[config.mk]
export PLATFORM = sky130hd
export DESIGN_NAME = multicycle_control
export DESIGN_NICKNAME = d
export VERILOG_FILES = /design/src/rtl/multicycle_control.sv
export SDC_FILE = /design/constraint.sdc
export NUM_CORES = 1
export LEC_CHECK = 0
export ABC_AREA = 1
export CORE_UTILIZATION = 45
export CTS_BUF_LIST = sky130_fd_sc_hd__clkbuf_4
export DETAILED_ROUTE_END_ITERATION = 8
export PLACE_DENSITY = 0.68
export RECOVER_POWER = 25
export SETUP_SLACK_MARGIN = 0.2
export SLEW_MARGIN = 20
export SYNTH_ARGS = -nofsm -noshare
export SYNTH_HDL_FRONTEND = slang
export SYNTH_SLANG_ARGS = --single-unit
[constraint.sdc]
create_clock -name clk -period 2.49 [get_ports clk]
set_input_delay 0.249 -clock clk [delete_from_list [all_inputs] [get_ports clk]]
set_output_delay 0.249 -clock clk [all_outputs]
set_load 0.1 [all_outputs]
[src/rtl/multicycle_control.sv]
// Multi-cycle processor control FSM: fetch/decode/execute/memory/writeback with
// a bounded memory wait counter and a sticky TRAP state for illegal opcodes and timeouts.
module multicycle_control #(
  parameter int OPCODE_W    = 4,
  parameter int MEM_TIMEOUT = 15
) (
  input  logic                clk,
  input  logic                rst_n,
  input  logic [OPCODE_W-1:0] opcode,
  input  logic                zero,
  input  logic                mem_ready,
  output logic                pc_write,
  output logic                ir_write,
  output logic                mem_read,
  output logic                memwrite,
  output logic                regwrite,
  output logic                reg_dest,
  output logic                memtoreg,
  output logic                alu_src,
  output logic [1:0]          aluop,
  output logic [1:0]          pc_src,
  output logic [2:0]          state,
  output logic                illegal,
  output logic                timeout
);

  typedef enum logic [2:0] {
    S_FETCH  = 3'd0,
    S_DECODE = 3'd1,
    S_EXEC   = 3'd2,
    S_MEM    = 3'd3,
    S_WB     = 3'd4,
    S_TRAP   = 3'd5
  } state_t;

  localparam logic [OPCODE_W-1:0] OP_R    = OPCODE_W'(0);
  localparam logic [OPCODE_W-1:0] OP_ADDI = OPCODE_W'(1);
  localparam logic [OPCODE_W-1:0] OP_LD   = OPCODE_W'(2);
  localparam logic [OPCODE_W-1:0] OP_ST   = OPCODE_W'(3);
  localparam logic [OPCODE_W-1:0] OP_BEQ  = OPCODE_W'(4);
  localparam logic [OPCODE_W-1:0] OP_JMP  = OPCODE_W'(5);

  state_t              r_state;
  logic [OPCODE_W-1:0] r_op;
  logic [7:0]          r_wait;
  logic                r_illegal;
  logic                r_timeout;

  logic w_opcode_legal;
  logic w_wait_hit;

  assign w_opcode_legal = (opcode <= OP_JMP);
  // The counter holding MEM_TIMEOUT grants one last cycle: ready then still completes.
  assign w_wait_hit     = (r_wait == 8'(MEM_TIMEOUT));

  always_ff @(posedge clk or negedge rst_n) begin
    if (!rst_n) begin
      r_state   <= S_FETCH;
      r_op      <= '0;
      r_wait    <= '0;
      r_illegal <= 1'b0;
      r_timeout <= 1'b0;
    end else begin
      case (r_state)
        S_FETCH: begin
          if (mem_ready) begin
            r_state <= S_DECODE;
          end else if (w_wait_hit) begin
            r_state   <= S_TRAP;
            r_timeout <= 1'b1;
          end else begin
            r_wait <= r_wait + 8'd1;
          end
        end
        S_DECODE: begin
          r_op   <= opcode;
          r_wait <= '0;
          if (!w_opcode_legal) begin
            r_state   <= S_TRAP;
            r_illegal <= 1'b1;
          end else if (opcode == OP_JMP) begin
            r_state <= S_FETCH;
          end else begin
            r_state <= S_EXEC;
          end
        end
        S_EXEC: begin
          r_wait <= '0;
          case (r_op)
            OP_R, OP_ADDI: r_state <= S_WB;
            OP_LD, OP_ST:  r_state <= S_MEM;
            default:       r_state <= S_FETCH;
          endcase
        end
        S_MEM: begin
          if (mem_ready) begin
            r_wait  <= '0;
            r_state <= (r_op == OP_LD) ? S_WB : S_FETCH;
          end else if (w_wait_hit) begin
            r_state   <= S_TRAP;
            r_timeout <= 1'b1;
          end else begin
            r_wait <= r_wait + 8'd1;
          end
        end
        S_WB: begin
          r_wait  <= '0;
          r_state <= S_FETCH;
        end
        S_TRAP:  r_state <= S_TRAP;
        default: r_state <= S_FETCH;
      endcase
    end
  end

  // Strobes are gated by rst_n so nothing fires while reset is held.
  always_comb begin
    pc_write = 1'b0;
    ir_write = 1'b0;
    mem_read = 1'b0;
    memwrite = 1'b0;
    regwrite = 1'b0;
    reg_dest = 1'b0;
    memtoreg = 1'b0;
    alu_src  = 1'b0;
    aluop    = 2'd0;
    pc_src   = 2'd0;
    if (rst_n) begin
      case (r_state)
        S_FETCH: begin
          mem_read = 1'b1;
          ir_write = mem_ready;
          pc_write = mem_ready;
        end
        S_DECODE: begin
          // IR was loaded at the end of FETCH, so the live opcode is valid here.
          if (opcode == OP_JMP) begin
            pc_write = 1'b1;
            pc_src   = 2'd2;
          end
        end
        S_EXEC: begin
          case (r_op)
            OP_ADDI, OP_LD, OP_ST: begin
              aluop   = 2'd1;
              alu_src = 1'b1;
            end
            OP_BEQ: begin
              aluop    = 2'd2;
              pc_src   = 2'd1;
              pc_write = zero;
            end
            default: ;
          endcase
        end
        S_MEM: begin
          mem_read = (r_op == OP_LD);
          memwrite = (r_op == OP_ST);
        end
        S_WB: begin
          regwrite = 1'b1;
          reg_dest = (r_op != OP_R);
          memtoreg = (r_op == OP_LD);
        end
        default: ;
      endcase
    end
  end

  assign state   = r_state;
  assign illegal = r_illegal;
  assign timeout = r_timeout;

endmodule

==> results of run 1 <==
## power groups by stage
| stage | clock network, mW | logic [mW] | registers, mW |
|---|---|---|---|
| 2_1_floorplan | 0 | 0.705 | 0.605 |
| 3_3_place_gp | 0 | 1.11 | 0.461 |
| 3_5_place_dp | 0 | 1.13 | 0.465 |
| 4_1_cts | 0.158 | 1.13 | 0.459 |
| 5_1_grt | 0.171 | 1.21 | 0.468 |
| 6_report | 0.152 | 1.12 | 0.459 |
## sequential cells by signal, summed over array words and instances (netlist names)
| register | cells |
|---|---|
| state | 3 |
| illegal | 1 |
| timeout | 1 |
| r_wait | 8 |
| r_op | 4 |
## per-layer routing
metal  up-vias  part of all wire  global-route usage
li1        597                 -                   -
met1       522              0.50               0.310
met2        32              0.45               0.313
met3         4             0.041              0.0575
met4         0             0.013              0.0702
met5         -                 0                   0
## final cells by class
type,count,area (sq um),share of cell area
tap,30,37.5,0.0219
inverter,28,110,0.0643
clock buffer,4,30.0,0.0175
timing repair buffer,25,355,0.208
sequential,17,437,0.255
multi-input combinational,122,742,0.433
## cell families (layout without fill, tap and decap cells)
group | after synthesis | in the layout | share of synthesized area
AO/OA/AOI/OAI | 19 | 19 | 0.0915
AND/OR/NAND/NOR | 101 | 101 | 0.436
XOR/XNOR | 1 | 1 | 0.00736
buffers and inverters | 29 | 57 | 0.0967
adder cells (fa/ha/maj) | 1 | 1 | 0.0105
flip-flops | 17 | 17 | 0.358
## critical path: cells and delay by family, from the launching register on
| kind | cells | cell delay [ns] |
|---|---|---|
| and+or+nand+nor | 4 | 0.82 |
| AOI/OAI and AO/OA | 1 | 0.18 |
| buffers and inverters | 1 | 0.20 |
| DFF | 1 | 0.39 |
## cells in the final DEF (no fill, tap or decap), drive strengths merged, types with 4 or more instances in the layout
| master | n |
|---|---|
| inv | 28 |
| buf | 18 |
| clkbuf | 4 |
| nor2 | 25 |
| clkdlybuf4s50 | 6 |
| nand2 | 48 |
| dfrtp | 17 |
| o21ai | 9 |
| nand3 | 18 |
| a21oi | 7 |
## worst min path at each step
| stage | startpoint | end | slack (ns) | cells past startpoint |
|---|---|---|---|---|
| finish | rst_n | state[0] | 0.39 | 2 |
| global route | rst_n | state[0] | 0.41 | 2 |
| CTS | rst_n | state[0] | 0.32 | 2 |
| detailed placement | timeout | timeout | 0.45 | 2 |
| global placement | timeout | timeout | 0.45 | 2 |
| floorplan | rst_n | illegal | -0.05 | 0 |
==> results.md, run 1 <==
* Antenna diodes at 0
* First-pass GRT wire length at 4420 um
* CTS Buf Count at 3
* Count leader, synth: nand2_1
* Critical Path RT at ~2.2 ns
* Core ar. at between 2000 and 2500 sq um
* Post-Layout Cell Count at about 230
* Port Buffers at 24
* Final WS setup at about 0.37 ns
* GP Congestion at around 0.8
* Slowest stage delay, CP at roughly 0.39 ns
* Total Neg Setup Slack at 0 ns
* Reg2reg setup slack at ~1.1 ns
* CP Capture Point: mem_read
* Final worst path period share at 0.850
* Initial antenna violation count at 0
* Total GRT Usage at 0.217
* Critical path launch point: r_op[3]
* Clk slew on worst S/H paths at about 0.09 ns
* Sequential area share after synthesis at 0.358
* Yosys top cell by area: dfrtp_1
* Initial Utilization at 0.480
* Pin count of the biggest net entering global routing at 20
* Syn Inst Count at approximately 170
* FILL cells at ~210
* Async set or reset register ratio after synthesis at 1.00
* Post-synth EDFFs at 0
* PostCTS Resize Cnt at 0
* Grt ovf at 0
* Final setup viols at 0
* Status: complete, no violations
* Post-Syn Nets at approximately 180
* Hold-fix buffers, CTS at 0
* Max Cap Viol at 0
* Setup WS pre-CTS at around 0.67 ns
* Vias at around 1,200
* Clock network power share at 0.088
* Seq cells post-synth at 17
* Share of the synthesized area in the top cell type at 0.358
* Synth area leaders: dfrtp_1, nand2_1, inv_1, nand3_1, nor2_1
* Postcts setup bufs at 0
* Logic gate share of total power at 0.647
* IO Count at 25
* CTS tree: built
* Critical Path AT at 1.87 ns
* Final core utilization at 0.691
* CTS Buffer Depth at 2
* Sw frac at 0.573
* Die area at about 2900 sq um
* Worst hold path class: in2async
* Setup CP Type: reg2out
* Die height at 53.4 um
* DRT iter0 DRCs at 40
* Placed insts at about 220
* Pwr Total at about 1.7 mW
* Tmin final at between 2 and 2.5 ns
* VDD IR max at 990 uV
* Critical path, cell by cell: nor2_1 -> nand2_1 -> nor2_1 -> nand2_1 -> a21oi_2 -> buf_12
* Final #Nets at between 200 and 250
* Min Hold Slack at ~0.39 ns
* Slew @ Worst Pin at between 0.4 and 0.5 ns
* CTS root buffer: clkbuf_4
* Startpoint class of the critical path: register
* Max_slew headroom at 0.678
* Fin area at about 1700 sq um
* R2r worst-path depth at 6
* Worst skew pair latency at about 0.29 ns
* Post-Route WL at approximately 2700 um
* FP Rows at 18
* Leakage at between 0.7 and 0.8 nW
* Top_reg_cell synth: dfrtp_1
* Area delta synth->final at 43.8%
* Synthesis Warnings at 0
* CP endpoint kind: primary output
* Syn Area/Cell at between 7 and 8 sq um
* Commonest cells post-synth: nand2_1, inv_1, dfrtp_1
* DR vias/cell at about 5
* CP max-delay cell: dfrtp_1
* R2R Path End: state[1]
* Number of global-route vias before repair at around 1,000
* Reg power frac at 0.265
* Endpoints failing hold at 0
* Int Power at between 0.7 and 0.8 mW
* NetSw at about 0.99 mW
* DR pass1 iterations at 4
* Mapped Area at around 1200 sq um
* Clk sink count at 17
* Pwr/cell area at just over 1000 nW/um^2
* Die W at between 50 and 60 um
* Critical-path maximum fanout at 4
* Hpwl dp at about 2300 um
* Skew final at about 0.0074 ns
* Routed Antenna Nets at 0
* Residual DRC at 0
* Layout cells sized above 1 at 0.321
* Placed instance area at 1680 sq um
* H-tree depth at 1
* Unrepaired setup endpoints after global routing: no
* Max-slew violation count at 0
* Netlist cell types at 28
* Achievable clock frequency at between 400 and 500 MHz
* Critical R2R Launch: r_wait[1]
* Routed len/inst at ~12 um
Power figures use the tool's default switching activity.
==> inputs of run 2 (changes only) <==
--- a/config.mk
+++ b/config.mk
@@ -8,6 +8,7 @@
 export ABC_AREA = 1
 export CORE_UTILIZATION = 45
 export CTS_BUF_LIST = sky130_fd_sc_hd__clkbuf_4
+export CTS_CLUSTER_DIAMETER = 50
 export DETAILED_ROUTE_END_ITERATION = 8
 export PLACE_DENSITY = 0.68
 export RECOVER_POWER = 25
==> results of run 2 <==
The final DEF is identical to that of run 1; final timing and power are the same.
==> inputs of run 3 (changes only) <==
--- a/config.mk
+++ b/config.mk
@@ -10,10 +10,9 @@
 export CTS_BUF_LIST = sky130_fd_sc_hd__clkbuf_4
 export CTS_CLUSTER_DIAMETER = 50
 export DETAILED_ROUTE_END_ITERATION = 8
-export PLACE_DENSITY = 0.68
+export PLACE_DENSITY = 0.73
 export RECOVER_POWER = 25
 export SETUP_SLACK_MARGIN = 0.2
-export SLEW_MARGIN = 20
 export SYNTH_ARGS = -nofsm -noshare
 export SYNTH_HDL_FRONTEND = slang
 export SYNTH_SLANG_ARGS = --single-unit
==> results.md, run 3 (same netlist as run 1, synthesis figures left out) <==
* Number of flip-flops in the largest register at 8
* Area delta synth->final at 43.8%
* Die area at roughly 2900 sq um
* Final #Nets at between 200 and 250
* Most frequent cells in the layout: nand2_1, inv_1, nor2_1
* Grt ovf at 0
* Residual DRC at 0
* CTS root buffer: clkbuf_4
* Vias at 1,179
* Die height at approximately 53 um
* Tmin final at 2.06 ns
* VDD IR max at roughly 900 uV
* Initial antenna violation count at 0
* Int Power at roughly 0.74 mW
* Pin count of the biggest net entering global routing at 20
* Largest Register: r_wait
* CTS Buf Count at 3
* Critical Path RT at 2.24 ns
* Hold-fix buffers, CTS at 0
* Endpoints failing hold at 0
* Postcts setup bufs at 0
* DRT iter0 DRCs at 46
* Most common cell after layout, fill and taps aside: nand2_1
* Port Buffers at 24
* Pwr/cell area at about 1000 nW/um^2
* CTS Buffer Depth at 2
* Final worst path period share at 0.829
* Reg power frac at 0.267
* Worst skew pair latency at 0.29 ns
* CP endpoint kind: primary output
* Final setup viols at 0
* CTS tree: built
* Clk slew on worst S/H paths at about 0.1 ns
* Startpoint class of the critical path: register
* Routed len/inst at ~12 um
* Total GRT Usage at 0.228
* Initial Utilization at 0.480
* Core ar. at 2480 sq um
* Total Neg Setup Slack at 0 ns
* Unrepaired setup endpoints after global routing: no
* Clk sink count at 17
* Max Cap Viol at 0
* Antenna diodes at 0
* Achievable clock frequency at roughly 480 MHz
* Post-Route WL at around 2700 um
* GR met1 Demand/Resource at 0.329
* Reg2reg setup slack at about 1.1 ns
* Grt peak-use layer: met2
* IO Count at 25
* GR Layer Usage met2 at 0.350
* Status: complete, no violations
* H-tree depth at 1
* Skew final at 0.00906 ns
* Critical-path maximum fanout at 4
* Pwr Total at ~1.7 mW
* Max_slew headroom at 0.668
* First-pass GRT wire length at approximately 4700 um
* DR pass1 iterations at 4
* GP Congestion at approximately 0.81
* PostCTS Resize Cnt at 0
* Hpwl dp at 2250 um
* DR vias/cell at ~5.2
* Logic gate share of total power at 0.645
* Routed Antenna Nets at 0
* Setup CP Type: reg2out
* Critical Path AT at between 1.5 and 2 ns
* Die W at approximately 53 um
* Worst hold path class: in2async
* Max-slew violation count at 0
* Layout cells sized above 1 at 0.321
* FILL cells at 213
* FP Rows at 18
* Leakage at between 0.7 and 0.8 nW
* Number of global-route vias before repair at ~1,000
* NetSw at between 0.9 and 1 mW
* Clock network power share at 0.089
* Met3 GRT Util at 0.0402
* Sw frac at 0.573
* Slew @ Worst Pin at approximately 0.50 ns
-- run 3: cell counts in the layout (fill, tap and decap cells not counted) --
No cell type changed its count.
-- run 3: power by group through the flow --
stage / clock [mW] / sequential [mW] / combinational (mW)
2_1_floorplan: 0 / 0.605 / 0.705
3_3_place_gp: 0 / 0.461 / 1.10
3_5_place_dp: 0 / 0.465 / 1.12
4_1_cts: 0.160 / 0.460 / 1.12
5_1_grt: 0.173 / 0.474 / 1.21
6_report: 0.153 / 0.463 / 1.12
-- run 3: layer usage --
metal	vias to the layer above	wire length [um]
li1	593	-
met1	542	1300
met2	40	1250
met3	4	165
met4	0	21
met5	-	0
-- run 3: final timing paths --
kind / cells past startpoint / end / start
worst min register to register: 2 / timeout / timeout
max in group asynchronous: 2 / state[1] / rst_n
worst max-delay path: 6 / mem_read / r_op[2]
min in group clk: 2 / timeout / timeout
worst min-delay path: 2 / state[0] / rst_n
worst max register to register: 6 / state[1] / r_wait[1]
-- run 3: final cells by class --
type	count	area, sq um	area share
sequential	17	437	0.255
tap	30	37.5	0.0219
clock buffer	4	30.0	0.0175
timing repair buffer	25	355	0.208
inverter	28	110	0.0643
multi-input combinational	122	742	0.433
-- run 3: critical path: stages, from the launching register on --
cell and delay (ns):
dfrtp_1 0.41, nor2_1 0.25, nand2_1 0.24, nor2_1 0.18, nand2_1 0.08, a21oi_2 0.17, buf_12 0.20
-- run 3: per-stage QoR --
stage / util / setup slack, ns / cell area [sq um] / std cells / hold slack (ns)
final: 0.691 / 0.425 / 1710 / 226 / 0.386
after global routing: 0.691 / 0.249 / 1710 / 226 / 0.397
after CTS: 0.691 / 0.406 / 1710 / 226 / 0.321
after detailed placement: 0.679 / 0.655 / 1680 / 222 / 0.457
after global placement: 0.679 / 0.687 / 1680 / 222 / 0.455
after floorplan: - / 0.0930 / 1310 / 168 / -0.0466
